**src/rtl/uart_secded_rx_fifo.sv**
```systemverilog
`default_nettype none
// +----------------------------------------------------------------------------+
// | Module   : uart_secded_rx_fifo                                             |
// | Purpose  : UART receiver decoding extended Hamming(8,4) codewords into     |
// |            DATA_SIZE-bit words, queued with error flags in a show-ahead    |
// |            FIFO. Framing, gap-timeout and overrun flags plus counters.     |
// | Revision : 1.0  initial release                                            |
// +----------------------------------------------------------------------------+
module uart_secded_rx_fifo #(
  parameter int DATA_SIZE  = 8,
  parameter int FIFO_DEPTH = 16,
  parameter int SYS_FREQ   = 50000000,
  parameter int BAUD_RATE  = 115200,
  parameter int SAMPLE     = 16,
  parameter int BAUD_DVSR  = (SYS_FREQ*2 + SAMPLE*BAUD_RATE) / (2*SAMPLE*BAUD_RATE),
  parameter int LSN_FIRST  = 1,
  parameter int GAP_BITS   = 20
) (
  input  logic                          clk,
  input  logic                          reset_n,
  input  logic                          rx,
  input  logic                          rd_en,
  input  logic                          clr_status,
  output logic [DATA_SIZE-1:0]          rd_data,
  output logic                          rd_corrected,
  output logic                          rd_dbl_err,
  output logic                          fifo_empty,
  output logic                          fifo_full,
  output logic [$clog2(FIFO_DEPTH):0]   fifo_count,
  output logic                          overrun,
  output logic                          frame_err,
  output logic                          frag_err,
  output logic [15:0]                   cnt_single,
  output logic [15:0]                   cnt_double
);

  // ---------------------------------------------------------------------------
  // Derived constants
  // ---------------------------------------------------------------------------
  localparam int c_NUM_NIB = DATA_SIZE / 4;
  localparam int c_NIW     = (c_NUM_NIB > 1) ? $clog2(c_NUM_NIB) : 1;
  localparam logic [c_NIW-1:0] c_LAST_IDX = c_NIW'(c_NUM_NIB - 1);

  localparam int c_TW = (BAUD_DVSR > 1) ? $clog2(BAUD_DVSR) : 1;
  localparam logic [c_TW-1:0] c_DVSR_MAX = c_TW'(BAUD_DVSR - 1);

  localparam int c_SW = $clog2(SAMPLE);
  localparam logic [c_SW-1:0] c_S_MID  = c_SW'(SAMPLE/2 - 1);
  localparam logic [c_SW-1:0] c_S_LAST = c_SW'(SAMPLE - 1);

  localparam int c_GW = $clog2(GAP_BITS*SAMPLE);
  localparam logic [c_GW-1:0] c_GAP_LAST = c_GW'(GAP_BITS*SAMPLE - 1);

  localparam int c_AW = $clog2(FIFO_DEPTH);
  localparam int c_CW = c_AW + 1;
  localparam logic [c_CW-1:0] c_FULL_CNT = c_CW'(FIFO_DEPTH);

  localparam logic [1:0] c_IDLE  = 2'd0;
  localparam logic [1:0] c_START = 2'd1;
  localparam logic [1:0] c_DATA  = 2'd2;
  localparam logic [1:0] c_STOP  = 2'd3;

  // ---------------------------------------------------------------------------
  // Synchronizer and oversampling tick
  // ---------------------------------------------------------------------------
  logic            rx_meta_q, rx_sync_q, rx_prev_q;
  logic [c_TW-1:0] tick_cnt_q;
  logic            w_s_tick;

  // Two-flop synchronizer plus one delayed copy for falling-edge detection.
  always_ff @(posedge clk) begin
    if (!reset_n) begin
      rx_meta_q <= 1'b1;
      rx_sync_q <= 1'b1;
      rx_prev_q <= 1'b1;
    end else begin
      rx_meta_q <= rx;
      rx_sync_q <= rx_meta_q;
      rx_prev_q <= rx_sync_q;
    end
  end

  assign w_s_tick = (tick_cnt_q == c_DVSR_MAX);

  // Free-running divider producing one s_tick per BAUD_DVSR clocks.
  always_ff @(posedge clk) begin
    if (!reset_n)      tick_cnt_q <= '0;
    else if (w_s_tick) tick_cnt_q <= '0;
    else               tick_cnt_q <= tick_cnt_q + 1'b1;
  end

  // ---------------------------------------------------------------------------
  // Receive FSM
  // ---------------------------------------------------------------------------
  logic [1:0]      state_q, state_d;
  logic [c_SW-1:0] s_cnt_q, s_cnt_d;
  logic [2:0]      bit_cnt_q, bit_cnt_d;
  logic [7:0]      shreg_q, shreg_d;
  logic            byte_done_q, byte_done_d;
  logic            frame_evt_q, frame_evt_d;

  // Next-state logic: start-bit validation at mid-bit, then one sample per bit.
  always_comb begin
    state_d     = state_q;
    s_cnt_d     = s_cnt_q;
    bit_cnt_d   = bit_cnt_q;
    shreg_d     = shreg_q;
    byte_done_d = 1'b0;
    frame_evt_d = 1'b0;
    case (state_q)
      c_IDLE: begin
        if (rx_prev_q && !rx_sync_q) begin
          state_d = c_START;
          s_cnt_d = '0;
        end
      end
      c_START: begin
        if (w_s_tick) begin
          if (s_cnt_q == c_S_MID) begin
            s_cnt_d   = '0;
            bit_cnt_d = '0;
            state_d   = rx_sync_q ? c_IDLE : c_DATA;
          end else begin
            s_cnt_d = s_cnt_q + 1'b1;
          end
        end
      end
      c_DATA: begin
        if (w_s_tick) begin
          if (s_cnt_q == c_S_LAST) begin
            s_cnt_d = '0;
            shreg_d = {rx_sync_q, shreg_q[7:1]};
            if (bit_cnt_q == 3'd7) state_d = c_STOP;
            else                   bit_cnt_d = bit_cnt_q + 1'b1;
          end else begin
            s_cnt_d = s_cnt_q + 1'b1;
          end
        end
      end
      c_STOP: begin
        if (w_s_tick) begin
          if (s_cnt_q == c_S_LAST) begin
            state_d = c_IDLE;
            if (rx_sync_q) byte_done_d = 1'b1;
            else           frame_evt_d = 1'b1;
          end else begin
            s_cnt_d = s_cnt_q + 1'b1;
          end
        end
      end
      default: state_d = c_IDLE;
    endcase
  end

  // FSM state registers.
  always_ff @(posedge clk) begin
    if (!reset_n) begin
      state_q     <= c_IDLE;
      s_cnt_q     <= '0;
      bit_cnt_q   <= '0;
      shreg_q     <= '0;
      byte_done_q <= 1'b0;
      frame_evt_q <= 1'b0;
    end else begin
      state_q     <= state_d;
      s_cnt_q     <= s_cnt_d;
      bit_cnt_q   <= bit_cnt_d;
      shreg_q     <= shreg_d;
      byte_done_q <= byte_done_d;
      frame_evt_q <= frame_evt_d;
    end
  end

  // ---------------------------------------------------------------------------
  // SEC-DED decode of the received codeword (shreg_q is stable on byte_done_q)
  // ---------------------------------------------------------------------------
  logic [2:0] w_syn;
  logic       w_par;
  logic [7:0] w_fixed;
  logic [3:0] w_nib;
  logic       w_corr, w_dbl;

  assign w_syn = {shreg_q[3] ^ shreg_q[4] ^ shreg_q[5] ^ shreg_q[6],
                  shreg_q[1] ^ shreg_q[2] ^ shreg_q[5] ^ shreg_q[6],
                  shreg_q[0] ^ shreg_q[2] ^ shreg_q[4] ^ shreg_q[6]};
  assign w_par = ^shreg_q;

  // Flip the bit the syndrome points at; only when overall parity confirms a
  // single error. A double error leaves the raw codeword untouched.
  always_comb begin
    w_fixed = shreg_q;
    if ((w_syn != 3'd0) && w_par) begin
      w_fixed[w_syn - 3'd1] = ~shreg_q[w_syn - 3'd1];
    end
  end

  assign w_nib  = {w_fixed[6], w_fixed[5], w_fixed[4], w_fixed[2]};
  assign w_corr = w_par;                       // single error or p0 error
  assign w_dbl  = (w_syn != 3'd0) && !w_par;

  // ---------------------------------------------------------------------------
  // Word assembly and gap timeout
  // ---------------------------------------------------------------------------
  logic [c_NIW-1:0]     nib_idx_q, nib_idx_d;
  logic [DATA_SIZE-1:0] word_q, word_d;
  logic                 acc_corr_q, acc_corr_d;
  logic                 acc_dbl_q, acc_dbl_d;
  logic                 push_q, push_d;
  logic [DATA_SIZE-1:0] push_word_q, push_word_d;
  logic                 push_corr_q, push_corr_d;
  logic                 push_dbl_q, push_dbl_d;
  logic [c_GW-1:0]      gap_cnt_q;
  logic [c_NIW-1:0]     w_pos;
  logic [DATA_SIZE-1:0] w_word_new;
  logic                 w_gap_armed, w_gap_hit, w_frag_evt;

  assign w_pos       = (LSN_FIRST != 0) ? nib_idx_q : (c_LAST_IDX - nib_idx_q);
  assign w_gap_armed = (state_q == c_IDLE) && (nib_idx_q != '0);
  assign w_gap_hit   = w_gap_armed && w_s_tick && (gap_cnt_q == c_GAP_LAST);

  // Partial word with the freshly decoded nibble merged into its slot.
  always_comb begin
    w_word_new = word_q;
    w_word_new[{w_pos, 2'b00} +: 4] = w_nib;
  end

  // Nibble accumulation; the completed word is staged for a push next clock.
  always_comb begin
    nib_idx_d   = nib_idx_q;
    word_d      = word_q;
    acc_corr_d  = acc_corr_q;
    acc_dbl_d   = acc_dbl_q;
    push_d      = 1'b0;
    push_word_d = push_word_q;
    push_corr_d = push_corr_q;
    push_dbl_d  = push_dbl_q;
    w_frag_evt  = 1'b0;
    if (frame_evt_q) begin
      nib_idx_d  = '0;
      word_d     = '0;
      acc_corr_d = 1'b0;
      acc_dbl_d  = 1'b0;
    end else if (byte_done_q) begin
      if (nib_idx_q == c_LAST_IDX) begin
        push_d      = 1'b1;
        push_word_d = w_word_new;
        push_corr_d = acc_corr_q | w_corr;
        push_dbl_d  = acc_dbl_q | w_dbl;
        nib_idx_d   = '0;
        word_d      = '0;
        acc_corr_d  = 1'b0;
        acc_dbl_d   = 1'b0;
      end else begin
        nib_idx_d  = nib_idx_q + 1'b1;
        word_d     = w_word_new;
        acc_corr_d = acc_corr_q | w_corr;
        acc_dbl_d  = acc_dbl_q | w_dbl;
      end
    end else if (w_gap_hit) begin
      w_frag_evt = 1'b1;
      nib_idx_d  = '0;
      word_d     = '0;
      acc_corr_d = 1'b0;
      acc_dbl_d  = 1'b0;
    end
  end

  // Assembly and push-staging registers.
  always_ff @(posedge clk) begin
    if (!reset_n) begin
      nib_idx_q   <= '0;
      word_q      <= '0;
      acc_corr_q  <= 1'b0;
      acc_dbl_q   <= 1'b0;
      push_q      <= 1'b0;
      push_word_q <= '0;
      push_corr_q <= 1'b0;
      push_dbl_q  <= 1'b0;
    end else begin
      nib_idx_q   <= nib_idx_d;
      word_q      <= word_d;
      acc_corr_q  <= acc_corr_d;
      acc_dbl_q   <= acc_dbl_d;
      push_q      <= push_d;
      push_word_q <= push_word_d;
      push_corr_q <= push_corr_d;
      push_dbl_q  <= push_dbl_d;
    end
  end

  // Counts idle ticks while a word is half-assembled.
  always_ff @(posedge clk) begin
    if (!reset_n)                     gap_cnt_q <= '0;
    else if (!w_gap_armed || w_gap_hit) gap_cnt_q <= '0;
    else if (w_s_tick)                gap_cnt_q <= gap_cnt_q + 1'b1;
  end

  // ---------------------------------------------------------------------------
  // Show-ahead FIFO
  // ---------------------------------------------------------------------------
  logic [DATA_SIZE+1:0] fifo_mem_q [FIFO_DEPTH];
  logic [c_AW-1:0]      wr_ptr_q, rd_ptr_q;
  logic [c_CW-1:0]      count_q;
  logic [DATA_SIZE+1:0] w_head;
  logic                 w_pop, w_push, w_ovr_evt;

  assign fifo_empty = (count_q == '0);
  assign fifo_full  = (count_q == c_FULL_CNT);
  assign fifo_count = count_q;

  // A pop frees a slot on the same edge, so a full FIFO still accepts a push then.
  assign w_pop     = rd_en && !fifo_empty;
  assign w_push    = push_q && (!fifo_full || w_pop);
  assign w_ovr_evt = push_q && fifo_full && !w_pop;

  // Storage array; contents are masked by fifo_empty so it needs no reset.
  always_ff @(posedge clk) begin
    if (w_push) fifo_mem_q[wr_ptr_q] <= {push_dbl_q, push_corr_q, push_word_q};
  end

  // Pointers wrap naturally at the power-of-two depth.
  always_ff @(posedge clk) begin
    if (!reset_n) begin
      wr_ptr_q <= '0;
      rd_ptr_q <= '0;
      count_q  <= '0;
    end else begin
      if (w_push) wr_ptr_q <= wr_ptr_q + 1'b1;
      if (w_pop)  rd_ptr_q <= rd_ptr_q + 1'b1;
      case ({w_push, w_pop})
        2'b10:   count_q <= count_q + 1'b1;
        2'b01:   count_q <= count_q - 1'b1;
        default: count_q <= count_q;
      endcase
    end
  end

  assign w_head       = fifo_mem_q[rd_ptr_q];
  assign rd_data      = fifo_empty ? '0 : w_head[DATA_SIZE-1:0];
  assign rd_corrected = fifo_empty ? 1'b0 : w_head[DATA_SIZE];
  assign rd_dbl_err   = fifo_empty ? 1'b0 : w_head[DATA_SIZE+1];

  // ---------------------------------------------------------------------------
  // Sticky flags and saturating counters
  // ---------------------------------------------------------------------------
  logic        overrun_q, frame_err_q, frag_err_q;
  logic [15:0] cnt_single_q, cnt_double_q;
  logic        w_ev_single, w_ev_double;

  assign w_ev_single = byte_done_q && w_corr;
  assign w_ev_double = byte_done_q && w_dbl;

  // Clearing loses to a same-cycle event so no event is ever missed.
  always_ff @(posedge clk) begin
    if (!reset_n) begin
      overrun_q    <= 1'b0;
      frame_err_q  <= 1'b0;
      frag_err_q   <= 1'b0;
      cnt_single_q <= '0;
      cnt_double_q <= '0;
    end else if (clr_status) begin
      overrun_q    <= w_ovr_evt;
      frame_err_q  <= frame_evt_q;
      frag_err_q   <= w_frag_evt;
      cnt_single_q <= {15'd0, w_ev_single};
      cnt_double_q <= {15'd0, w_ev_double};
    end else begin
      if (w_ovr_evt)   overrun_q   <= 1'b1;
      if (frame_evt_q) frame_err_q <= 1'b1;
      if (w_frag_evt)  frag_err_q  <= 1'b1;
      if (w_ev_single && (cnt_single_q != 16'hFFFF)) cnt_single_q <= cnt_single_q + 16'd1;
      if (w_ev_double && (cnt_double_q != 16'hFFFF)) cnt_double_q <= cnt_double_q + 16'd1;
    end
  end

  assign overrun    = overrun_q;
  assign frame_err  = frame_err_q;
  assign frag_err   = frag_err_q;
  assign cnt_single = cnt_single_q;
  assign cnt_double = cnt_double_q;

endmodule
`default_nettype wire

```
**config.mk**
```make
export PLATFORM = sky130hd
export DESIGN_NAME = uart_secded_rx_fifo
export DESIGN_NICKNAME = d
export VERILOG_FILES = /design/src/rtl/uart_secded_rx_fifo.sv
export SDC_FILE = /design/constraint.sdc
export NUM_CORES = 1
export LEC_CHECK = 0
export ABC_CLOCK_PERIOD_IN_PS = 6700
export BUFFER_PORTS_ARGS = -buffer_cell sky130_fd_sc_hd__buf_4
export CORE_AREA = 2 2 124 246
export DETAILED_ROUTE_END_ITERATION = 10
export DIE_AREA = 0 0 126 248
export PLACE_DENSITY_LB_ADDON = 0.3
export REMOVE_ABC_BUFFERS = 1
export SYNTH_ARGS = -nofsm -noshare
export SYNTH_HDL_FRONTEND = slang
export SYNTH_SLANG_ARGS = --single-unit
```
**constraint.sdc**
```tcl
create_clock -name clk -period 6.7 [get_ports clk]
set_clock_uncertainty 0.2 [all_clocks]
set_input_delay 0.335 -clock clk [delete_from_list [all_inputs] [get_ports clk]]
set_output_delay 0.335 -clock clk [all_outputs]
set_load 0.05 [all_outputs]
```
==> results of run 1 <==
-- worst max-delay path by stage --
stage | end | slack (ns) | cells after the start
after detailed placement | cnt_double[12]$_SDFFE_PP0P_ | 3.41 | 10
after global routing | rd_data[7] | 3.04 | 5
after global placement | cnt_double[12]$_SDFFE_PP0P_ | 3.49 | 10
after CTS | rd_data[7] | 3.09 | 5
final | rd_data[7] | 3.18 | 5
after floorplan | rd_corrected | 2.97 | 3
-- per-stage QoR --
stage / std cells / hold WS (ns) / instance area (um^2)
2_1_floorplan: 822 / 0.186 / 11300
3_3_place_gp: 1258 / 0.192 / 12300
3_5_place_dp: 1258 / 0.199 / 12300
4_1_cts: 1305 / 0.0543 / 13200
5_1_grt: 1305 / 0.102 / 13200
6_report: 1305 / 0.0758 / 13200
-- cells in the final DEF, fill, tap and decap left out, drive strengths merged, types with 5 or more instances in the layout --
master,netlist,final
nand4b,5,5
bufinv,0,5
or3,10,10
inv,19,19
xnor2,22,22
a21boi,13,13
xor2,34,34
clkbuf,24,31
a21oi,26,26
nor2b,22,22
nand3,23,23
nor3,15,15
ha,17,17
buf,17,72
and2,22,22
mux2i,15,15
nand2b,12,12
nand4,25,25
o21ai,31,31
mux4,50,50
nor2,77,77
and3,14,14
edfxtp,160,160
nand2,58,58
dfxtp,106,106
-- power groups by stage --
stage / registers [W] / clock network (W) / logic (W)
finish: 0.00174 / 0.00149 / 0.000529
global route: 0.00175 / 0.00159 / 0.000573
CTS: 0.00174 / 0.00153 / 0.000547
detailed placement: 0.00178 / 0 / 0.000544
global placement: 0.00178 / 0 / 0.000542
floorplan: 0.00185 / 0 / 0.000335
-- sequential cells by signal, summed over array words and instances (netlist names), 3 cells and up, named ones only --
name and cells:
push_word_q 8, rd_ptr_q 4, bit_cnt_q 3, shreg_q 8, wr_ptr_q 4, tick_cnt_q 5
s_cnt_q 4, fifo_count 5, cnt_double 16, fifo_mem_q 160, word_q 4, gap_cnt_q 9
cnt_single 16
-- cell type report --
type / count / area (um^2) / share of cell area, %
Sequential cell: 266 / 6930 / 52.4
Multi-Input combinational cell: 537 / 4330 / 32.7
Clock buffer: 31 / 668 / 5.05
Timing Repair Buffer: 75 / 571 / 4.31
Tap cell: 364 / 455 / 3.44
Clock inverter: 13 / 199 / 1.50
Inverter: 19 / 71.3 / 0.539
-- what timing repair did --
item | 4_1_cts | 5_1_grt
endpoints found under the hold margin | 7 | 0
hold buffers | 3 | 0
endpoints found under the setup margin | 0 | 0
resized for setup | 0 | 0
-- cells by family after synthesis --
group / after synthesis / share of synthesized area, %
fa+ha+maj: 18 / 2.02
buf+inv: 60 / 2.42
xor+xnor: 56 / 5.29
mux: 66 / 11.2
compound gates: 102 / 5.73
flops: 266 / 60.0
simple gates: 295 / 13.3
-- routing by layer --
layer  up-vias  global-route usage [%]  share of wire [%]
li1       3315                       -                  -
met1      3425                    14.9                 34
met2       113                    31.2                 60
met3        40                    1.55                2.5
met4         0                    6.11                3.0
met5         -                       0                  0
==> flow_summary.ini, run 1 <==
[critical_path]
crit_fanout = 40
cpLargestDelayFamily = multiplexers
cp_num_buf_inv = 2
rrSetupSlack_ns = 3.39
crit_type = flop to primary output
max_stage_delay_ns = 0.63
cp.arrival_ns = 2.98
critPathRequiredTime_ns = 6.16
crit_path_start_kind = flop
reg2regPathDepth = 10
r2r_end = cnt_double[12]$_SDFFE_PP0P_
worstPathCellList = buf_4 -> mux4_2 -> mux4_2 -> and2_1 -> buf_4
r2r-start = shreg_q[2]$_SDFFE_PN0P_
cp-end-kind = primary output
crit_path_top_delay_cell = mux4_2

[min_path]
hold_path_class = input port to flop
hold_depth = 2
hold_end = rx_meta_q$_SDFF_PN1_
hold_start = reset_n

[synth]
synth_top_cell_by_area = edfxtp_1
yosysMostFrequentCell = edfxtp_1
yosys_register_bits = 266
synth_top_area_share_pct = 41.6
synth_area_leaders = edfxtp_1 (42%), dfxtp_1 (18%), mux4_2 (9.8%), nor2_1 (2.5%), xor2_1 (2.4%)
netlist_area_um2 = 11500
synthArstFlopShare_pct = 0
synthDistinctLibCells = 67
synth.avg_cell_area_um2 = 13.4
synth_cells = 863
yosys-top-cells-count = edfxtp_1 (160), dfxtp_1 (106), nor2_1 (77), nand2_1 (58), mux4_2 (50)
synth_flop_cell = edfxtp_1
yosys_warnings = 0
synth_edf_count = 160
ys_seq_area_share_pct = 60.0

[final_layout]
final_nets = 946
nFillCells = 2698
drive_gt1_share_pct = 19.7
diodes = 0
syn_to_final_growth_pct = 14.6
postLayoutCoreUtil_pct = 45.0

[pwr]
power.share.clock_pct = 39.6
switching_power_w = 0.000921
irDropWorstVdd_mv = 0.166
sw_frac_of_total_pct = 24.5
seqPwrFrac_pct = 46.3
p_int_w = 0.00285
p_leak_nw = 4.60
comb_power_share_pct = 14.0
power.total_w = 0.00377
powerDensity_nw_per_um2 = 285

[floorplan]
dieHeight_um = 248
start_util_pct = 39.2
rows = 89
dieArea_um2 = 31200
die_x_um = 126
io_pins = 57
core_um2 = 29400

[run]
max-cap-violations = 0

[clock_network]
cts_buffer_depth = 3
clk-insertion-delay-late_ns = 0.53
cts_tree = done
cts_root_buffer = clkbuf_16
cts_num_sinks = 266
cts_made_buffers = 24
h-tree-depth = 1
post-cts-setup-buffer-count = 0
path_clk_slew_ns = 0.07

[place]
dp_hpwl_um = 16700
dp_slack_ns = 3.41
gp_congestion = 0.813
io_buffers = 56

[route]
vias = 6893
via_per_inst = 5.28
drt-total-wl_um = 23500
ant_nets = 0
drc = 0
detail_route.wl_per_cell_um = 18.0
drtIter0Drc = 366
drtPass1Iterations = 4

[run_status]
outcome = finished, final reports clean

[timing]
period_needed_ns = 3.52
finalSetupTns_ns = 0
fmax_mhz = 284
slew_headroom_pct = 28.8
worst_pin_slew_ns = 1.06
final.setup.worst_slack_ns = 3.18
hold_violations = 0
setup_viol = 0
fin_crit_sh_pct = 52.5
finalMaxSlewViolations = 0
rsz0062_at_grt = false

[global_routing]
grt_max_degree = 59
globalRoute.totalOverflow = 0
grt_pass1_wl_um = 37400
grt_pass1_vias = 6941
grt_antenna_before_repair = 0
track_usage_pct = 15.1
Note: power is estimated with default switching activity, not from simulation.
==> run 2, diff against run 1 <==
ABC_CLOCK_PERIOD_IN_PS = 2930   (was 6700)
clock period = 2.93 ns   (was 6.7 ns; I/O delays follow)
==> flow_summary.ini, run 2 (synthesis gave the netlist of run 1 again) <==
[run_status]
outcome = finished, final reports clean

[global_routing]
grt_pass1_wl_um = 39100
track_usage_pct = 16.0
grt_max_degree = 41
globalRoute.totalOverflow = 0
grt_pass1_vias = 7189
grt_antenna_before_repair = 0

[timing]
worst_pin_slew_ns = 1.03
hold_violations = 0
finalMaxSlewViolations = 0
final.setup.worst_slack_ns = 0.0653
fmax_mhz = 349
fin_crit_sh_pct = 97.8
period_needed_ns = 2.86
setup_viol = 0
slew_headroom_pct = 31.3
whs_ns = 0.164

[final_layout]
final_cells = 1344
multi_input_area_um2 = 4360
final_cell_mix = edfxtp_1 (160), dfxtp_1 (104), buf_4 (95)
final_nets = 986
regArea_um2 = 6930
largest_reg_flops = 160
drive_gt1_share_pct = 23.1
syn_to_final_growth_pct = 17.6
final_common_cell = edfxtp_1
diodes = 0
nFillCells = 2718
top_register = fifo_mem_q
postLayoutCoreUtil_pct = 46.1

[critical_path]
critPathRequiredTime_ns = 2.58
crit_type = flop to primary output
cp_num_buf_inv = 3
crit_fanout = 6
crit_path_start_kind = flop
cp-end-kind = primary output
cpLargestDelayFamily = multiplexers
crit_path_top_delay_cell = mux4_2
max_stage_delay_ns = 0.51
worstPathCellList = buf_6 -> buf_4 -> mux4_2 -> mux4_2 -> and2_4 -> buf_6
cp.arrival_ns = 2.52

[floorplan]
start_util_pct = 39.2
core_um2 = 29400
dieArea_um2 = 31200
io_pins = 57
rows = 89
die_x_um = 126
dieHeight_um = 248

[clock_network]
cts_root_buffer = clkbuf_16
h-tree-depth = 1
cts_tree = done
clk-insertion-delay-late_ns = 0.53
cts_num_sinks = 266
cts_made_buffers = 23
path_clk_slew_ns = 0.07
cts_buffer_depth = 3

[place]
io_buffers = 56
dp.cells = 1290
dp_slack_ns = 0.0407
gp_congestion = 0.829
dp_hpwl_um = 17400

[pwr]
irDropWorstVdd_mv = 0.366
powerDensity_nw_per_um2 = 638
power.total_w = 0.00865
p_leak_nw = 4.79

[route]
via_per_inst = 5.24
drtIter0Drc = 422
ant_nets = 0
detail_route.wl_per_cell_um = 18.2
drt-total-wl_um = 24500
drc = 0
drtPass1Iterations = 4
vias = 7039

[run]
max-cap-violations = 0

[min_path]
hold_path_class = input port to flop
run 2: cell count changes in the layout (fill, tap and decap cells not counted), moves of 3 or more:
cell    previous run  this run
and2_1            22        17
buf_12             0         3
buf_4             72        95
and2_4             0         5
buf_6              0        13
run 2: worst register-to-register path, cell delays in order, from the launching register on:
cell and delay, ns:
dfxtp_1 0.31, or4_4 0.55, o21ai_4 0.15, nor2_2 0.07, ha_1 0.33, a21o_1 0.13, a21oi_1 0.11, or3b_4 0.39
a32o_1 0.25, o21a_1 0.16
run 2: through the flow:
stage | area, um^2 | TNS, ns
final | 13600 | 0
after global routing | 13600 | -0.00562
after CTS | 13500 | -0.00549
after detailed placement | 12600 | 0
after global placement | 12600 | 0
after floorplan | 11300 | -7.61
run 2: per-layer routing:
metal / track usage [%] / routed length, um
met5: 0 / 0
met4: 6.66 / 807
met3: 1.64 / 603
met2: 33.5 / 14800
met1: 15.2 / 8240
run 2: final cells by class:
class                           instances  share of cell area [%]
Clock inverter                         14                    1.33
Tap cell                              364                    3.36
Sequential cell                       266                    51.1
Clock buffer                           28                    4.38
Multi-Input combinational cell        537                    32.1
Inverter                               19                   0.526
Timing Repair Buffer                  116                    7.15
run 2: path summary, 6_finish.rpt:
| path | endpoint | depth (start not counted) | start | slack, ns |
|---|---|---|---|---|
| max | rd_corrected | 6 | flop | 0.07 |
| min | rx_meta_q$_SDFF_PN1_ | 3 | rx | 0.16 |
| max reg2reg | fifo_count[4]$_SDFFE_PN0P_ | 9 | fifo_count[0]$_SDFFE_PN0P_ | 0.18 |
| min reg2reg | rx_sync_q$_SDFF_PN1_ | 1 | rx_meta_q$_SDFF_PN1_ | 0.21 |
run 2: what timing repair did:
action,in CTS,in global routing
hold endpoints to repair,36,0
endpoints found under the setup margin,10,11
gates resized for setup,11,13
pin swaps,0,2
setup buffers,6,3
cloned,1,0
hold buffers,5,0
run 2: report_power, final:
group          internal [W]  switching (W)
Combinational      0.000714       0.000773
Clock               0.00181        0.00134
Sequential          0.00396      0.0000504
==> run 3, diff against run 2 <==
PLACE_DENSITY = 0.62   (was unset)
PLACE_DENSITY_LB_ADDON = unset   (was 0.3)
==> flow_summary.ini, run 3 (synthesis gave the netlist of run 1 again) <==
[final_layout]
multi_input_area_um2 = 4350
regArea_um2 = 6930
syn_to_final_growth_pct = 17.9
final_nets = 981
nFillCells = 2645
final_common_cell = edfxtp_1
diodes = 0
final_cell_mix = edfxtp_1 (160), dfxtp_1 (103), buf_4 (87)
design_area_um2 = 13600
drive_gt1_share_pct = 22.5
largest_reg_flops = 160
top_register = fifo_mem_q

[critical_path]
max_stage_delay_ns = 0.50
cp-end-kind = primary output
crit_path_top_delay_cell = mux4_2
critPathRequiredTime_ns = 2.58
cp.arrival_ns = 2.52
crit_path_start_kind = flop
worstPathCellList = buf_12 -> buf_12 -> mux4_2 -> mux4_2 -> and2_1 -> buf_6
crit_type = flop to primary output
cp_num_buf_inv = 3
cpLargestDelayFamily = multiplexers
r2r-start = fifo_count[0]$_SDFFE_PN0P_
crit_fanout = 7
rrSetupSlack_ns = 0.08

[floorplan]
core_um2 = 29400
dieHeight_um = 248
die_x_um = 126
io_pins = 57
rows = 89
start_util_pct = 39.2
dieArea_um2 = 31200

[run]
max-cap-violations = 0

[pwr]
p_leak_nw = 4.79
irDropWorstVdd_mv = 0.371
powerDensity_nw_per_um2 = 652

[timing]
fmax_mhz = 348
slew_headroom_pct = 22.6
fin_crit_sh_pct = 98.0
worst_pin_slew_ns = 1.16
hold_violations = 0
setup_viol = 0
finalSetupTns_ns = 0
rsz0062_at_grt = true
period_needed_ns = 2.87
finalMaxSlewViolations = 0

[clock_network]
cts_root_buffer = clkbuf_16
cts_made_buffers = 24
cts_num_sinks = 266
clk-insertion-delay-late_ns = 0.54
cts_tree = done
path_clk_slew_ns = 0.07
h-tree-depth = 1
cts_buffer_depth = 3

[global_routing]
grt_pass1_vias = 7314
globalRoute.totalOverflow = 0
grt_pass1_wl_um = 38700
grt_max_degree = 59
track_usage_pct = 15.6
grt_antenna_before_repair = 0

[route]
drc = 0
via_per_inst = 5.26
ant_nets = 0
drt-total-wl_um = 24100
drtPass1Iterations = 5
detail_route.wl_per_cell_um = 18.0
drtIter0Drc = 413
vias = 7048

[place]
place_area_um2 = 12600
dp_hpwl_um = 17400
gp_congestion = 0.784
io_buffers = 56

[run_status]
outcome = finished, final reports clean

[min_path]
hold_start = rx_meta_q$_SDFF_PN1_
hold_path_class = flop to flop
run 3: cell types whose count changed in the layout (fill, tap and decap cells not counted), sizes merged, moves of 2 or more:
cell	delta
clkinvlp	-2
clkbuf	-2
buf	-7
clkinv	+5
run 3: routing by layer:
layer	vias to the layer above	track usage [%]	routed length, um
li1	3390	-	-
met1	3512	14.6	8070
met2	108	33.3	14700
met3	38	1.68	599
met4	0	5.43	635
met5	-	0	0
run 3: final timing paths:
| check | to | cells past startpoint |
|---|---|---|
| hold reg to reg | rx_sync_q$_SDFF_PN1_ | 1 |
| hold / removal | rx_sync_q$_SDFF_PN1_ | 1 |
| setup / recovery | rd_data[6] | 6 |
| setup reg to reg | fifo_count[4]$_SDFFE_PN0P_ | 9 |
run 3: timing repair:
action | in CTS | in global routing
endpoints found under the setup margin | 10 | 10
hold buffers | 6 | 0
gates resized for setup | 3 | 16
endpoints found under the hold margin | 57 | 0
pin swaps | 0 | 0
buffers inserted | 3 | 0
run 3: report_power, final:
| group | internal [W] | switching, W |
|---|---|---|
| Clock | 0.00195 | 0.00138 |
| Sequential | 0.00396 | 0.0000364 |
| Combinational | 0.000747 | 0.000794 |
run 3: through the flow:
step	power [W]	hold slack, ns	setup slack (ns)	utilization, %	cells
after floorplan	0.00499	0.0195	-0.609	-	822
after global placement	0.00549	0.146	0.0715	42.8	1287
after detailed placement	0.00551	0.149	0.0314	42.8	1287
after CTS	0.00892	0.223	-0.00184	46.0	1339
after global routing	0.00919	0.235	-0.0312	46.3	1339
final	0.00886	0.218	0.0599	46.3	1339
run 3: worst reg2reg max path: stages (launching register included):
cell and delay [ns]:
dfxtp_1 0.31, or4_1 0.56, o21ai_2 0.20, nor2_4 0.07
ha_4 0.29, a21o_1 0.11, a21oi_1 0.12, or3b_2 0.47
a32o_1 0.25, o21a_1 0.16
run 3: layout make-up:
class / count / share of cell area, %
Clock buffer: 26 / 4.47
Clock inverter: 17 / 1.67
Inverter: 19 / 0.524
Multi-Input combinational cell: 537 / 32.0
Sequential cell: 266 / 51.0
Tap cell: 364 / 3.35
Timing Repair Buffer: 110 / 7.00
